$ cat src/rtl/des_decrypt_iter.sv
// Iterative DES decryptor: one Feistel round per clock, subkeys K16..K1 produced
// on the fly by rotating the latched C/D halves right before each round.
module des_sbox #(
    parameter logic [255:0] LUT = '0
) (
    input  logic [5:0] din,
    output logic [3:0] dout
);
    logic [5:0] idx;

    // Row is the outer bit pair, column the inner four; entry 0 sits at the LUT MSB.
    always_comb begin
        idx  = {din[5], din[0], din[4:1]};
        dout = LUT[{~idx, 2'b11} -: 4];
    end
endmodule

module des_decrypt_iter (
    input  logic        clk,
    input  logic        rst_n,
    input  logic        in_valid,
    output logic        in_ready,
    input  logic [63:0] data_in,
    input  logic [63:0] key,
    output logic        out_valid,
    input  logic        out_ready,
    output logic [63:0] data_out
);
    typedef enum logic [1:0] {IDLE, ROUND, DONE} state_t;

    localparam int unsigned IP_T [64] = '{
        58, 50, 42, 34, 26, 18, 10, 2, 60, 52, 44, 36, 28, 20, 12, 4,
        62, 54, 46, 38, 30, 22, 14, 6, 64, 56, 48, 40, 32, 24, 16, 8,
        57, 49, 41, 33, 25, 17,  9, 1, 59, 51, 43, 35, 27, 19, 11, 3,
        61, 53, 45, 37, 29, 21, 13, 5, 63, 55, 47, 39, 31, 23, 15, 7};
    localparam int unsigned FP_T [64] = '{
        40, 8, 48, 16, 56, 24, 64, 32, 39, 7, 47, 15, 55, 23, 63, 31,
        38, 6, 46, 14, 54, 22, 62, 30, 37, 5, 45, 13, 53, 21, 61, 29,
        36, 4, 44, 12, 52, 20, 60, 28, 35, 3, 43, 11, 51, 19, 59, 27,
        34, 2, 42, 10, 50, 18, 58, 26, 33, 1, 41,  9, 49, 17, 57, 25};
    localparam int unsigned E_T [48] = '{
        32,  1,  2,  3,  4,  5,  4,  5,  6,  7,  8,  9,  8,  9, 10, 11,
        12, 13, 12, 13, 14, 15, 16, 17, 16, 17, 18, 19, 20, 21, 20, 21,
        22, 23, 24, 25, 24, 25, 26, 27, 28, 29, 28, 29, 30, 31, 32,  1};
    localparam int unsigned P_T [32] = '{
        16,  7, 20, 21, 29, 12, 28, 17,  1, 15, 23, 26,  5, 18, 31, 10,
         2,  8, 24, 14, 32, 27,  3,  9, 19, 13, 30,  6, 22, 11,  4, 25};
    localparam int unsigned PC1_T [56] = '{
        57, 49, 41, 33, 25, 17,  9,  1, 58, 50, 42, 34, 26, 18,
        10,  2, 59, 51, 43, 35, 27, 19, 11,  3, 60, 52, 44, 36,
        63, 55, 47, 39, 31, 23, 15,  7, 62, 54, 46, 38, 30, 22,
        14,  6, 61, 53, 45, 37, 29, 21, 13,  5, 28, 20, 12,  4};
    localparam int unsigned PC2_T [48] = '{
        14, 17, 11, 24,  1,  5,  3, 28, 15,  6, 21, 10, 23, 19, 12,  4,
        26,  8, 16,  7, 27, 20, 13,  2, 41, 52, 31, 37, 47, 55, 30, 40,
        51, 45, 33, 48, 44, 49, 39, 56, 34, 53, 46, 42, 50, 36, 29, 32};

    localparam logic [255:0] S1_T = 256'hE4D12FB83A6C5907_0F74E2D1A6CB9538_41E8D62BFC973A50_FC8249175B3EA06D;
    localparam logic [255:0] S2_T = 256'hF18E6B34972DC05A_3D47F28EC01A69B5_0E7BA4D158C6932F_D8A13F42B67C05E9;
    localparam logic [255:0] S3_T = 256'hA09E63F51DC7B428_D709346A285ECBF1_D6498F30B12C5AE7_1AD069874FE3B52C;
    localparam logic [255:0] S4_T = 256'h7DE3069A1285BC4F_D8B56F03472C1AE9_A690CB7DF13E5284_3F06A1D8945BC72E;
    localparam logic [255:0] S5_T = 256'h2C417AB6853FD0E9_EB2C47D150FA3986_421BAD78F9C5630E_B8C71E2D6F09A453;
    localparam logic [255:0] S6_T = 256'hC1AF92680D34E75B_AF427C9561DE0B38_9EF528C3704A1DB6_432C95FABE17608D;
    localparam logic [255:0] S7_T = 256'h4B2EF08D3C975A61_D0B7491AE35C2F86_14BDC37EAF680592_6BD814A7950FE23C;
    localparam logic [255:0] S8_T = 256'hD2846FB1A93E50C7_1FD8A374C56B0E92_7B419CE206ADF358_21E74A8DFC90356B;

    // Table entries use DES numbering: DES bit k of a W-bit word is x[W-k].
    function automatic logic [63:0] ip_perm(input logic [63:0] x);
        logic [63:0] y;
        y = '0;
        for (int unsigned i = 0; i < 64; i++) y[63 - i] = x[64 - IP_T[i]];
        return y;
    endfunction

    function automatic logic [63:0] fp_perm(input logic [63:0] x);
        logic [63:0] y;
        y = '0;
        for (int unsigned i = 0; i < 64; i++) y[63 - i] = x[64 - FP_T[i]];
        return y;
    endfunction

    function automatic logic [47:0] e_exp(input logic [31:0] x);
        logic [47:0] y;
        y = '0;
        for (int unsigned i = 0; i < 48; i++) y[47 - i] = x[32 - E_T[i]];
        return y;
    endfunction

    function automatic logic [31:0] p_perm(input logic [31:0] x);
        logic [31:0] y;
        y = '0;
        for (int unsigned i = 0; i < 32; i++) y[31 - i] = x[32 - P_T[i]];
        return y;
    endfunction

    function automatic logic [55:0] pc1_perm(input logic [63:0] x);
        logic [55:0] y;
        y = '0;
        for (int unsigned i = 0; i < 56; i++) y[55 - i] = x[64 - PC1_T[i]];
        return y;
    endfunction

    function automatic logic [47:0] pc2_perm(input logic [55:0] x);
        logic [47:0] y;
        y = '0;
        for (int unsigned i = 0; i < 48; i++) y[47 - i] = x[56 - PC2_T[i]];
        return y;
    endfunction

    function automatic logic [27:0] rotr(input logic [27:0] x, input logic [1:0] n);
        case (n)
            2'd1:    return {x[0], x[27:1]};
            2'd2:    return {x[1:0], x[27:2]};
            default: return x;
        endcase
    endfunction

    state_t      state_q, state_d;
    logic [3:0]  cnt_q, cnt_d;
    logic [31:0] l_q, l_d, r_q, r_d;
    logic [27:0] kc_q, kc_d, kd_q, kd_d;
    logic [63:0] dout_q, dout_d;

    logic [1:0]  rot;
    logic [27:0] kc_rot, kd_rot;
    logic [47:0] subkey, sbox_in;
    logic [31:0] sbox_out, f_out, r_next;

    des_sbox #(.LUT(S1_T)) s1 (.din(sbox_in[47:42]), .dout(sbox_out[31:28]));
    des_sbox #(.LUT(S2_T)) s2 (.din(sbox_in[41:36]), .dout(sbox_out[27:24]));
    des_sbox #(.LUT(S3_T)) s3 (.din(sbox_in[35:30]), .dout(sbox_out[23:20]));
    des_sbox #(.LUT(S4_T)) s4 (.din(sbox_in[29:24]), .dout(sbox_out[19:16]));
    des_sbox #(.LUT(S5_T)) s5 (.din(sbox_in[23:18]), .dout(sbox_out[15:12]));
    des_sbox #(.LUT(S6_T)) s6 (.din(sbox_in[17:12]), .dout(sbox_out[11:8]));
    des_sbox #(.LUT(S7_T)) s7 (.din(sbox_in[11:6]),  .dout(sbox_out[7:4]));
    des_sbox #(.LUT(S8_T)) s8 (.din(sbox_in[5:0]),   .dout(sbox_out[3:0]));

    // Right-rotation amounts undo the encrypt left shifts, walking K16 -> K1.
    always_comb begin
        case (cnt_q)
            4'd0:                rot = 2'd0;
            4'd1, 4'd8, 4'd15:   rot = 2'd1;
            default:             rot = 2'd2;
        endcase
        kc_rot  = rotr(kc_q, rot);
        kd_rot  = rotr(kd_q, rot);
        subkey  = pc2_perm({kc_rot, kd_rot});
        sbox_in = e_exp(r_q) ^ subkey;
        f_out   = p_perm(sbox_out);
        r_next  = l_q ^ f_out;
    end

    always_comb begin
        state_d = state_q;
        cnt_d   = cnt_q;
        l_d     = l_q;
        r_d     = r_q;
        kc_d    = kc_q;
        kd_d    = kd_q;
        dout_d  = dout_q;
        case (state_q)
            IDLE: begin
                if (in_valid) begin
                    {l_d, r_d}   = ip_perm(data_in);
                    {kc_d, kd_d} = pc1_perm(key);
                    cnt_d        = '0;
                    state_d      = ROUND;
                end
            end
            ROUND: begin
                l_d   = r_q;
                r_d   = r_next;
                kc_d  = kc_rot;
                kd_d  = kd_rot;
                cnt_d = cnt_q + 4'd1;
                if (cnt_q == 4'd15) begin
                    dout_d  = fp_perm({r_next, r_q});
                    state_d = DONE;
                end
            end
            DONE: begin
                if (out_ready) state_d = IDLE;
            end
            default: state_d = IDLE;
        endcase
    end

    always_ff @(posedge clk or negedge rst_n) begin
        if (!rst_n) begin
            state_q <= IDLE;
            cnt_q   <= '0;
            l_q     <= '0;
            r_q     <= '0;
            kc_q    <= '0;
            kd_q    <= '0;
            dout_q  <= '0;
        end else begin
            state_q <= state_d;
            cnt_q   <= cnt_d;
            l_q     <= l_d;
            r_q     <= r_d;
            kc_q    <= kc_d;
            kd_q    <= kd_d;
            dout_q  <= dout_d;
        end
    end

    always_comb begin
        in_ready  = (state_q == IDLE);
        out_valid = (state_q == DONE);
        data_out  = dout_q;
    end
endmodule

$ cat config.mk
export PLATFORM = sky130hd
export DESIGN_NAME = des_decrypt_iter
export DESIGN_NICKNAME = d
export VERILOG_FILES = /design/src/rtl/des_decrypt_iter.sv
export SDC_FILE = /design/constraint.sdc
export NUM_CORES = 1
export LEC_CHECK = 0
export ABC_AREA = 1
export CAP_MARGIN = 25
export CORE_MARGIN = 4
export CORE_UTILIZATION = 45
export DETAILED_ROUTE_END_ITERATION = 16
export PLACE_DENSITY = 0.71
export SLEW_MARGIN = 20
export SYNTH_ARGS = -nofsm -noshare
export SYNTH_HDL_FRONTEND = slang
export SYNTH_HIERARCHICAL = 1
export SYNTH_SLANG_ARGS = --single-unit
$ cat constraint.sdc
create_clock -name clk -period 3.7 [get_ports clk]
set_input_delay 0.37 -clock clk [delete_from_list [all_inputs] [get_ports clk]]
set_output_delay 0.37 -clock clk [all_outputs]
set_load 0.1 [all_outputs]
==> results of run 1 <==
[worst reg2reg max path, stage by stage (launching register included)]
cell and delay, ps:
dfrtp_1 420, inv_1 110, ha_1 190, nand2_2 90, inv_2 90, nand2_1 100, inv_2 180, nand2_1 90
nand3_1 110, nand2_1 50, nand2_1 150, inv_1 150, ha_1 390, inv_1 120, nand2_2 110, nand3_1 100
nand3_1 70, nand3_1 100, nand2_1 170, xor2_1 220, nor2_2 160, o22ai_1 120
[worst max path at each step]
stage,from,endpoint,slack (ps),depth (start not counted)
2_1_floorplan,cnt_q[0]$_DFFE_PN0P_,r_q[18]$_DFFE_PN0P_,600,22
3_3_place_gp,cnt_q[0]$_DFFE_PN0P_,r_q[1]$_DFFE_PN0P_,310,23
3_5_place_dp,cnt_q[0]$_DFFE_PN0P_,r_q[1]$_DFFE_PN0P_,210,21
4_1_cts,cnt_q[0]$_DFFE_PN0P_,r_q[1]$_DFFE_PN0P_,200,21
5_1_grt,cnt_q[0]$_DFFE_PN0P_,r_q[18]$_DFFE_PN0P_,-3,21
6_report,cnt_q[0]$_DFFE_PN0P_,r_q[18]$_DFFE_PN0P_,260,21
[flip-flops by register name, indices dropped and copies added, names as in the netlist]
signal / cells
data_out: 64
l_q: 32
cnt_q: 4
kd_q: 28
state_q: 2
kc_q: 28
r_q: 32
[Yosys cell counts (all sizes together)]
| master | instances |
|---|---|
| clkinv | 3 |
| ha | 66 |
| o21ai | 111 |
| a21oi | 54 |
| inv | 150 |
| xnor2 | 1 |
| o221ai | 1 |
| o31ai | 1 |
| xor2 | 33 |
| nor2 | 160 |
| o211ai | 34 |
| nand2 | 917 |
| nand3 | 345 |
| or2 | 1 |
| nand4 | 118 |
| bufinv | 1 |
| buf | 79 |
| clkbuf | 50 |
| o22ai | 33 |
| dfrtp | 190 |
[logic make-up after synthesis]
logic type               synth area share, %
adder cells (fa/ha/maj)                 5.41
AND/OR/NAND/NOR                         43.7
AO/OA/AOI/OAI                           8.82
buffers and inverters                   8.96
flip-flops                              31.1
XOR/XNOR                                1.95
[layout make-up]
| type | count | area [sq um] |
|---|---|---|
| Clock buffer | 20 | 447 |
| Timing Repair Buffer | 260 | 2510 |
| Sequential cell | 190 | 4750 |
| Clock inverter | 11 | 155 |
| Fill cell | 3392 | 15300 |
| Tap cell | 448 | 561 |
| Inverter | 154 | 606 |
| Multi-Input combinational cell | 1875 | 9190 |
[through the flow]
step	cells	hold WS (ps)	worst slack [ps]	utilization, %
finish	2958	-13.8	259	54.3
global route	2958	42.2	-3.47	54.3
CTS	2958	14.4	197	54.2
detailed placement	2927	460	210	52.4
global placement	2927	456	310	52.4
floorplan	2348	74.4	599	-
[per-layer routing]
layer	routed length [microns]	track usage, %	vias to the layer above
li1	-	-	8054
met1	25500	46.0	8029
met3	5960	5.69	87
met4	1510	8.78	2
met2	23600	43.5	863
met5	14	0	-
[what timing repair did]
item	CTS	global route
endpoints found under the setup margin	0	27
resized for setup	0	13
buffers inserted	0	0
hold endpoints to repair	0	0
==> results.json, run 1 <==
{
  "synthCells": 2348,
  "final_layout_size_suffix_gt1_share_pct": 7.97,
  "crit_family": "simple AND/OR/NAND/NOR gates",
  "syn_to_final_growth_pct": 19.3,
  "chipHeight_microns": 192,
  "grt_start_max_net_pins": 137,
  "tightest_slew_ps": 1020,
  "track_usage_pct": 30.2,
  "h-tree-depth": 4,
  "routedWlPerCell_microns": 19.1,
  "synth_top_area_share_pct": 31.1,
  "stdcell_area_sq_mm": 0.0182,
  "drt_iter0_markers": 1733,
  "drc": 0,
  "rrSetupSlack_ps": 260,
  "r2r_start": "cnt_q[0]$_DFFE_PN0P_",
  "dp.final_hpwl_mm": 41.8,
  "numCtsBuffers": 17,
  "slew_violations": 0,
  "min_path_type": "in -> async",
  "arrival_ps": 3730,
  "cp_slowest_cell": "dfrtp_1",
  "drv_cap": 0,
  "most-common-layout-cells": "nand2_1, nand3_1, dfrtp_1",
  "die_w_microns": 192,
  "required_ps": 3990,
  "nets": 2696,
  "start_util_pct": 45.5,
  "grt.overflow.total": 0,
  "routed_wl_mm": 56.5,
  "ys_types": 35,
  "crit_top_cell": "nand2_1",
  "synth.area.top_cells": "dfrtp_1, nand2_1, nand3_1",
  "ys_seq_area_share_pct": 31.1,
  "setup_tns_ps": 0,
  "ant_nets": 0,
  "io-pin-count": 198,
  "die-area_sq_mm": 0.0370,
  "drt_pre_antenna_iters": 6,
  "antenna_found_initial": 1,
  "path_cells": "inv_1 > ha_1 > nand2_2 > inv_2 > nand2_1 > inv_2 > nand2_1 > nand3_1 > nand2_1 > nand2_1 > inv_1 > ha_1 > inv_1 > nand2_2 > nand3_1 > nand3_1 > nand3_1 > nand2_1 > xor2_1 > nor2_2 > o22ai_1",
  "rows": 67,
  "finClkSkew_ps": 20.7,
  "diodes": 0,
  "yosys.area.top_type": "dfrtp_1",
  "criticalPathCategory": "reg -> reg",
  "clkTransAtPathRegs_ps": 80,
  "io_buffers": 189,
  "clock_tree.root_cell": "clkbuf_16",
  "setup_viol": 0,
  "synth.net_count": 2546,
  "yosys_warnings": 6,
  "avgSynthCellArea_sq_um": 6.50,
  "rr_endpoint": "r_q[18]$_DFFE_PN0P_",
  "synth.ff_latch_count": 190,
  "vias": 17000,
  "gp_congestion": 0.923,
  "finalCritPeriodShare_pct": 93.0,
  "core-area_sq_mm": 0.0335,
  "outcome": "finished, violations left",
  "place_area_sq_mm": 0.0176,
  "grt_pass1_wl_mm": 87.7,
  "grt_pass1_vias": 15400,
  "holdWs_ps": -13.8,
  "cpPeakStageDelay_ps": 420,
  "path_buf_inv": 5,
  "end_kind": "flop",
  "ctsHoldBuffers": 0,
  "slew_headroom_pct": 31.8,
  "period_minus_slack_ps": 3440,
  "syn_area_sq_mm": 0.0153,
  "worstRegToRegCells": 21,
  "final_common_cell": "nand2_1",
  "clk-insertion-delay-late_ps": 450,
  "clk_path_buf_depth": 2,
  "startpoint_type": "flop",
  "cts_tree": "done",
  "clock.fmax_mhz": 291,
  "via_per_inst": 5.76,
  "clock-sinks": 190,
  "worstPathMaxFanout": 7,
  "finalHoldViolCount": 27,
  "violations": "negative hold slack"
}
Power of run 1 is left out: the tool's default activity adds up to more than one toggle a clock period on the data nets, which glitch-free logic cannot reach.
==> run 2: changes to the inputs <==
--- a/config.mk
+++ b/config.mk
@@ -8,9 +8,9 @@
 export ABC_AREA = 1
 export CAP_MARGIN = 25
 export CORE_MARGIN = 4
-export CORE_UTILIZATION = 45
+export CORE_UTILIZATION = 56
 export DETAILED_ROUTE_END_ITERATION = 16
-export PLACE_DENSITY = 0.71
+export PLACE_DENSITY = 0.85
 export SLEW_MARGIN = 20
 export SYNTH_ARGS = -nofsm -noshare
 export SYNTH_HDL_FRONTEND = slang
==> run 2 against run 1 <==
  * The run still ends with negative hold slack left
  * Sequential share of layout area rose by 0.23 points
  * Count of clock-buffer cells in the layout fell by 2
  * Wire length fell by 3.5%
  * Worst hold slack got worse by 15 ps
  * Global-route usage rose by 4.9 points
  * Core utilization rose by 13 points
  * Clock skew fell by 4.5 ps
  * Register-to-register slack got worse by 80 ps
  * Maximum frequency fell by 2.3%
  * Die area fell by 19%
  * Non-clock buffer count fell by 6
  * Largest cell class unchanged
  * Highest routed layer is now met4
==> results.json, run 2 (synthesis results as in run 1) <==
{
  "core-area_sq_mm": 0.0269,
  "drc": 0,
  "gp_congestion": 0.982,
  "multiInputGateArea_sq_mm": 0.00919,
  "largest_reg_flops": 64,
  "drt_iter0_markers": 2701,
  "grt_start_max_net_pins": 100,
  "holdWs_ps": -28.6,
  "finish.utilization_pct": 67.2,
  "via_per_inst": 6.07,
  "criticalPathCategory": "reg -> reg",
  "dp.final_hpwl_mm": 39.9,
  "period_minus_slack_ps": 3520,
  "tightest_slew_ps": 1050,
  "final_common_cell": "nand2_1",
  "clk-insertion-delay-late_ps": 450,
  "start_util_pct": 56.8,
  "clkTransAtPathRegs_ps": 80,
  "io-pin-count": 198,
  "startpoint_type": "flop",
  "ant_nets": 0,
  "grt_pass1_wl_mm": 85.8,
  "worstPathMaxFanout": 34,
  "outcome": "finished, violations left",
  "place_inst": 2813,
  "clock.fmax_mhz": 284,
  "finClkSkew_ps": 16.3,
  "die-area_sq_mm": 0.0300,
  "violations": "negative hold slack",
  "clock-sinks": 190,
  "rows": 60,
  "nets": 2690,
  "arrival_ps": 3820,
  "h-tree-depth": 4,
  "ctsResizeCount": 0,
  "seqCellArea_sq_mm": 0.00475,
  "routed_wl_mm": 54.5,
  "chipHeight_microns": 173,
  "min_path_type": "in -> async",
  "end_kind": "flop",
  "io_buffers": 189,
  "slew_headroom_pct": 29.8,
  "finalNonFillerCells": 2848,
  "required_ps": 4000,
  "final_layout_size_suffix_gt1_share_pct": 7.78,
  "clock_tree.root_cell": "clkbuf_16",
  "finalCritPeriodShare_pct": 95.2,
  "clk_path_buf_depth": 2,
  "slew_violations": 0,
  "grt.overflow.total": 0,
  "track_usage_pct": 35.1,
  "drv_cap": 0,
  "most-common-layout-cells": "nand2_1, nand3_1, dfrtp_1",
  "ctsHoldBuffers": 0,
  "antenna_found_initial": 1,
  "post_cts_buffers": 0,
  "routedWlPerCell_microns": 19.1,
  "syn_to_final_growth_pct": 18.3,
  "finalHoldViolCount": 4,
  "setup_viol": 0,
  "vias": 17300,
  "die_w_microns": 173,
  "numCtsBuffers": 17,
  "drt_pre_antenna_iters": 7,
  "cts_tree": "done",
  "nFillCells": 2416,
  "grt_pass1_vias": 15700
}
[run 2: cell type report]
| type | count | area share [%] |
|---|---|---|
| tap | 341 | 2.36 |
| inverter | 154 | 3.35 |
| sequential | 190 | 26.3 |
| clock inverter | 14 | 0.845 |
| antenna | 2 | 0.0277 |
| clock buffer | 18 | 2.38 |
| multi-input combinational | 1875 | 50.9 |
| timing repair buffer | 254 | 13.9 |
[run 2: metal layers]
metal  wire (microns)  GRT usage [%]  vias to the layer above
li1                 -              -                     8052
met1            22800           51.9                     8013
met2            22900           51.4                     1072
met3             7020           8.55                      145
met4             1790           10.1                        0
met5                0              0                        -
[run 2: critical path: stages, from the launching register on]
cell and delay [ps]:
dfrtp_1 410, inv_1 90, ha_1 220, nand2_2 100
buf_8 240, nand4_1 310, nand3_1 210, nand2_1 60
nand2_1 400, inv_4 120, nand2_1 180, nand2_1 70
nand2_1 60, nand2_1 90, a21oi_1 220, a21oi_4 100
xor2_1 160, nor2_1 150, o22ai_1 160
[run 2: per-stage QoR]
step | instance area, sq um | hold WS (ps) | TNS (ps) | setup WS, ps
global route | 18100 | 38.8 | -3.43 | -3.43
floorplan | 15300 | 74.4 | 0 | 599
CTS | 18000 | 29.9 | 0 | 108
finish | 18100 | -28.6 | 0 | 177
global placement | 17400 | 456 | 0 | 264
detailed placement | 17400 | 465 | 0 | 117
[run 2: worst paths after layout]
path	depth (start not counted)	start	end	slack, ps
worst max-delay path	18	cnt_q[0]$_DFFE_PN0P_	r_q[0]$_DFFE_PN0P_	180
worst min-delay path	1	rst_n	kd_q[23]$_DFFE_PN0P_	-30
worst max register to register	18	cnt_q[0]$_DFFE_PN0P_	r_q[0]$_DFFE_PN0P_	180
worst min register to register	2	data_out[28]$_DFFE_PN0P_	data_out[28]$_DFFE_PN0P_	480
max in group asynchronous	2	rst_n	data_out[32]$_DFFE_PN0P_	2810
min in group clk	2	data_out[28]$_DFFE_PN0P_	data_out[28]$_DFFE_PN0P_	480
Power of run 2 is left out for the same reason.
==> edit, RTL diff (settings of run 1) <==
Make the reset (`rst_n`) synchronous in one clocked block.
--- a/src/rtl/des_decrypt_iter.sv
+++ b/src/rtl/des_decrypt_iter.sv
@@ -185,7 +185,7 @@
         endcase
     end
 
-    always_ff @(posedge clk or negedge rst_n) begin
+    always_ff @(posedge clk) begin
         if (!rst_n) begin
             state_q <= IDLE;
             cnt_q   <= '0;
Check against the original RTL: differs if rst_n is asserted again (counterexample within 4 cycles, from zero or initial values and one cycle with rst_n low); with rst_n held inactive, the same outputs for 4 cycles.
==> edit against run 1 <==
- sequential cell count stayed put
- final area fell by 2.7%
- cell count down 2.6%
- setup slack got worse by 0.035 ns
- critical path depth decreased by 2
- die area shrank 3.7%
- area after synthesis shrank 3.8%
- routed wire length shrank 12%
- global-route usage decreased by 3.5 points
- via count shrank 5.3%
- critical path type unchanged
- largest cell class unchanged
Power is left out: it rests on default switching activity, and per cell area and clock period it moved more than threefold.
==> edit: results (changes against run 1) <==
status=finished, final reports clean (was finished with violations); largest net degree at the start of global routing=107 (was 137); Worst-Margin Slew=1.097 ns (was 1.020 ns); port bufs=189 (unchanged); Placer Congestion=0.9656 (was 0.9225); CTS Buf Count=17 (unchanged); post-synthesis sequential area ratio=0.2590 (was 0.3113); drt pass-1 iters=5 (was 6); Detail Placement HPWL=36,070 um (was 41,790 um); Vias per Instance=5.600 (was 5.759); clk_lat worst skew=0.44 ns; number of cells on the worst reg-to-reg path=19 (was 21); CTS clk-pin slew, worst paths=0.08 ns (about the same); top routing layer used=met4 (was met5); Final Net Count=2,631 (was 2,696); DRT iter0 DRCs=1,785 (was 1,733); crit-path max FO=14 (was 7); GRT Total Usage=0.2670 (was 0.3023); Synth area leaders=dfxtp_1 (26%), nand2_1 (16%), nand3_1 (11%) (was dfrtp_1 (31%), nand2_1 (22%), nand3_1 (11%)); cell family with most CP delay=simple AND/OR/NAND/NOR gates (unchanged); clk_skew=0.01677 ns (was 0.02074 ns); CTS max path bufs=2 (unchanged); clock root cell=clkbuf_16 (unchanged); Antenna Cells=0 (unchanged); Synth Area in Adders=0.05622 (was 0.05407); Hold WC Path Type=in2reg (was in2async); Post-Synth XOR/XNOR Area=0.04353 (was 0.01950); initial antenna violation count=0 (was 1); multiplexer share of the synthesized area=0 (unchanged); synth unique cells=39 (was 35); hold path depth=3; Arrival @ worst endpoint=3.84 ns (was 3.73 ns); Cell Area, Placed=17,020 um2 (was 17,580 um2); grt met3 use=0.02779 (was 0.05689); syn_nets=2,484 (was 2,546); Compound-Gate Fraction of Synth Area=0.1603 (was 0.08823); share of cells above drive strength 1=0.1173 (was 0.07968); M1 GR Usage=0.4014 (was 0.4598); number of flip-flops in the largest register=64 (unchanged); GR Util met2=0.4171 (was 0.4346); Hold Fails Final Rpt=0 (was 27); WL met1=23,400 um (was 25,460 um); Slowest-stage cell, CP=dfxtp_1 (was dfrtp_1); H-tree Lvls=4 (unchanged); hold buffer count at cts=0 (unchanged); FFs w/ async S/R, synth=0 (was 1.000); busiest grt layer=met2 (was met1); first-pass GRT wire length=78,580 um (was 87,660 um); vias in the first global route=14,570 (was 15,430); total wire length=49,520 um (was 56,490 um); Synth top cells by count=nand2_1 (628), nand3_1 (323), dfxtp_1 (190), o21ai_0 (178), a21oi_1 (127) (was nand2_1 (887), nand3_1 (337), dfrtp_1 (190), nor2_1 (154), inv_1 (119)); Max stage delay on crit path=0.38 ns (was 0.42 ns); WL met3=3512 um (was 5955 um); Synth Flop Type=dfxtp_1 (was dfrtp_1); total number of yosys warnings=6 (unchanged); met2 WL=21,990 um (was 23,550 um)
-- edit: cell types whose count changed in the layout (fill, tap and decap cells not counted), moves of 38 or more --
cell,before,now
a31oi_1,0,38
dfxtp_1,0,188
nor2_1,150,81
or2_2,0,62
a211oi_1,0,41
dfrtp_1,190,0
o21ai_0,98,178
a21oi_1,49,127
nand2_1,883,625
-- edit: worst register-to-register path, stage by stage (launching register included) --
cell and delay, ns:
dfxtp_1 0.38, ha_1 0.22, nand3_2 0.22, nand3_4 0.20, buf_4 0.23, nand2_1 0.10, nand3_1 0.20, xor2_1 0.22
inv_1 0.08, ha_1 0.32, inv_1 0.13, nand2_1 0.14, nand3_1 0.12, nand3_1 0.09, nand2_1 0.06, nand2_1 0.10
or2_2 0.32, nand2_1 0.06, o22ai_1 0.06, a21oi_1 0.15
-- edit: metrics by stage --
stage	worst slack [ns]	hold WS, ns	cells	util	TNS, ns
floorplan	0.2662	0.4679	2286	-	0
global placement	0.1961	0.4668	2843	0.5330	0
detailed placement	0.1273	0.4781	2844	0.5339	0
CTS	0.1146	0.3796	2876	0.5522	0
global route	-0.01951	0.4051	2881	0.5563	-0.07417
finish	0.2245	0.4031	2881	0.5563	0
-- edit: final cells by class --
type	instances	area, um2
fillers	3200	14150
multi-input cells	1797	9508
flip-flops and latches	190	3806
repair buffers	282	2713
inverters	145	579.3
well taps	435	544.3
clock buffers	18	439.2
clock inverters	14	145.1
-- edit: repair_timing --
action	in CTS	in global routing
hold endpoints to repair	0	0
endpoints found under the setup margin	0	39
setup buffers	0	3
resized for setup	0	15
-- edit: final timing paths --
check	endpoint	slack, ns	from
worst max-delay path	r_q[13]	0.22	cnt_q[1]
worst max register to register	r_q[13]	0.22	cnt_q[1]
worst min register to register	data_out[63]	0.49	data_out[63]
worst min-delay path	r_q[3]	0.40	rst_n
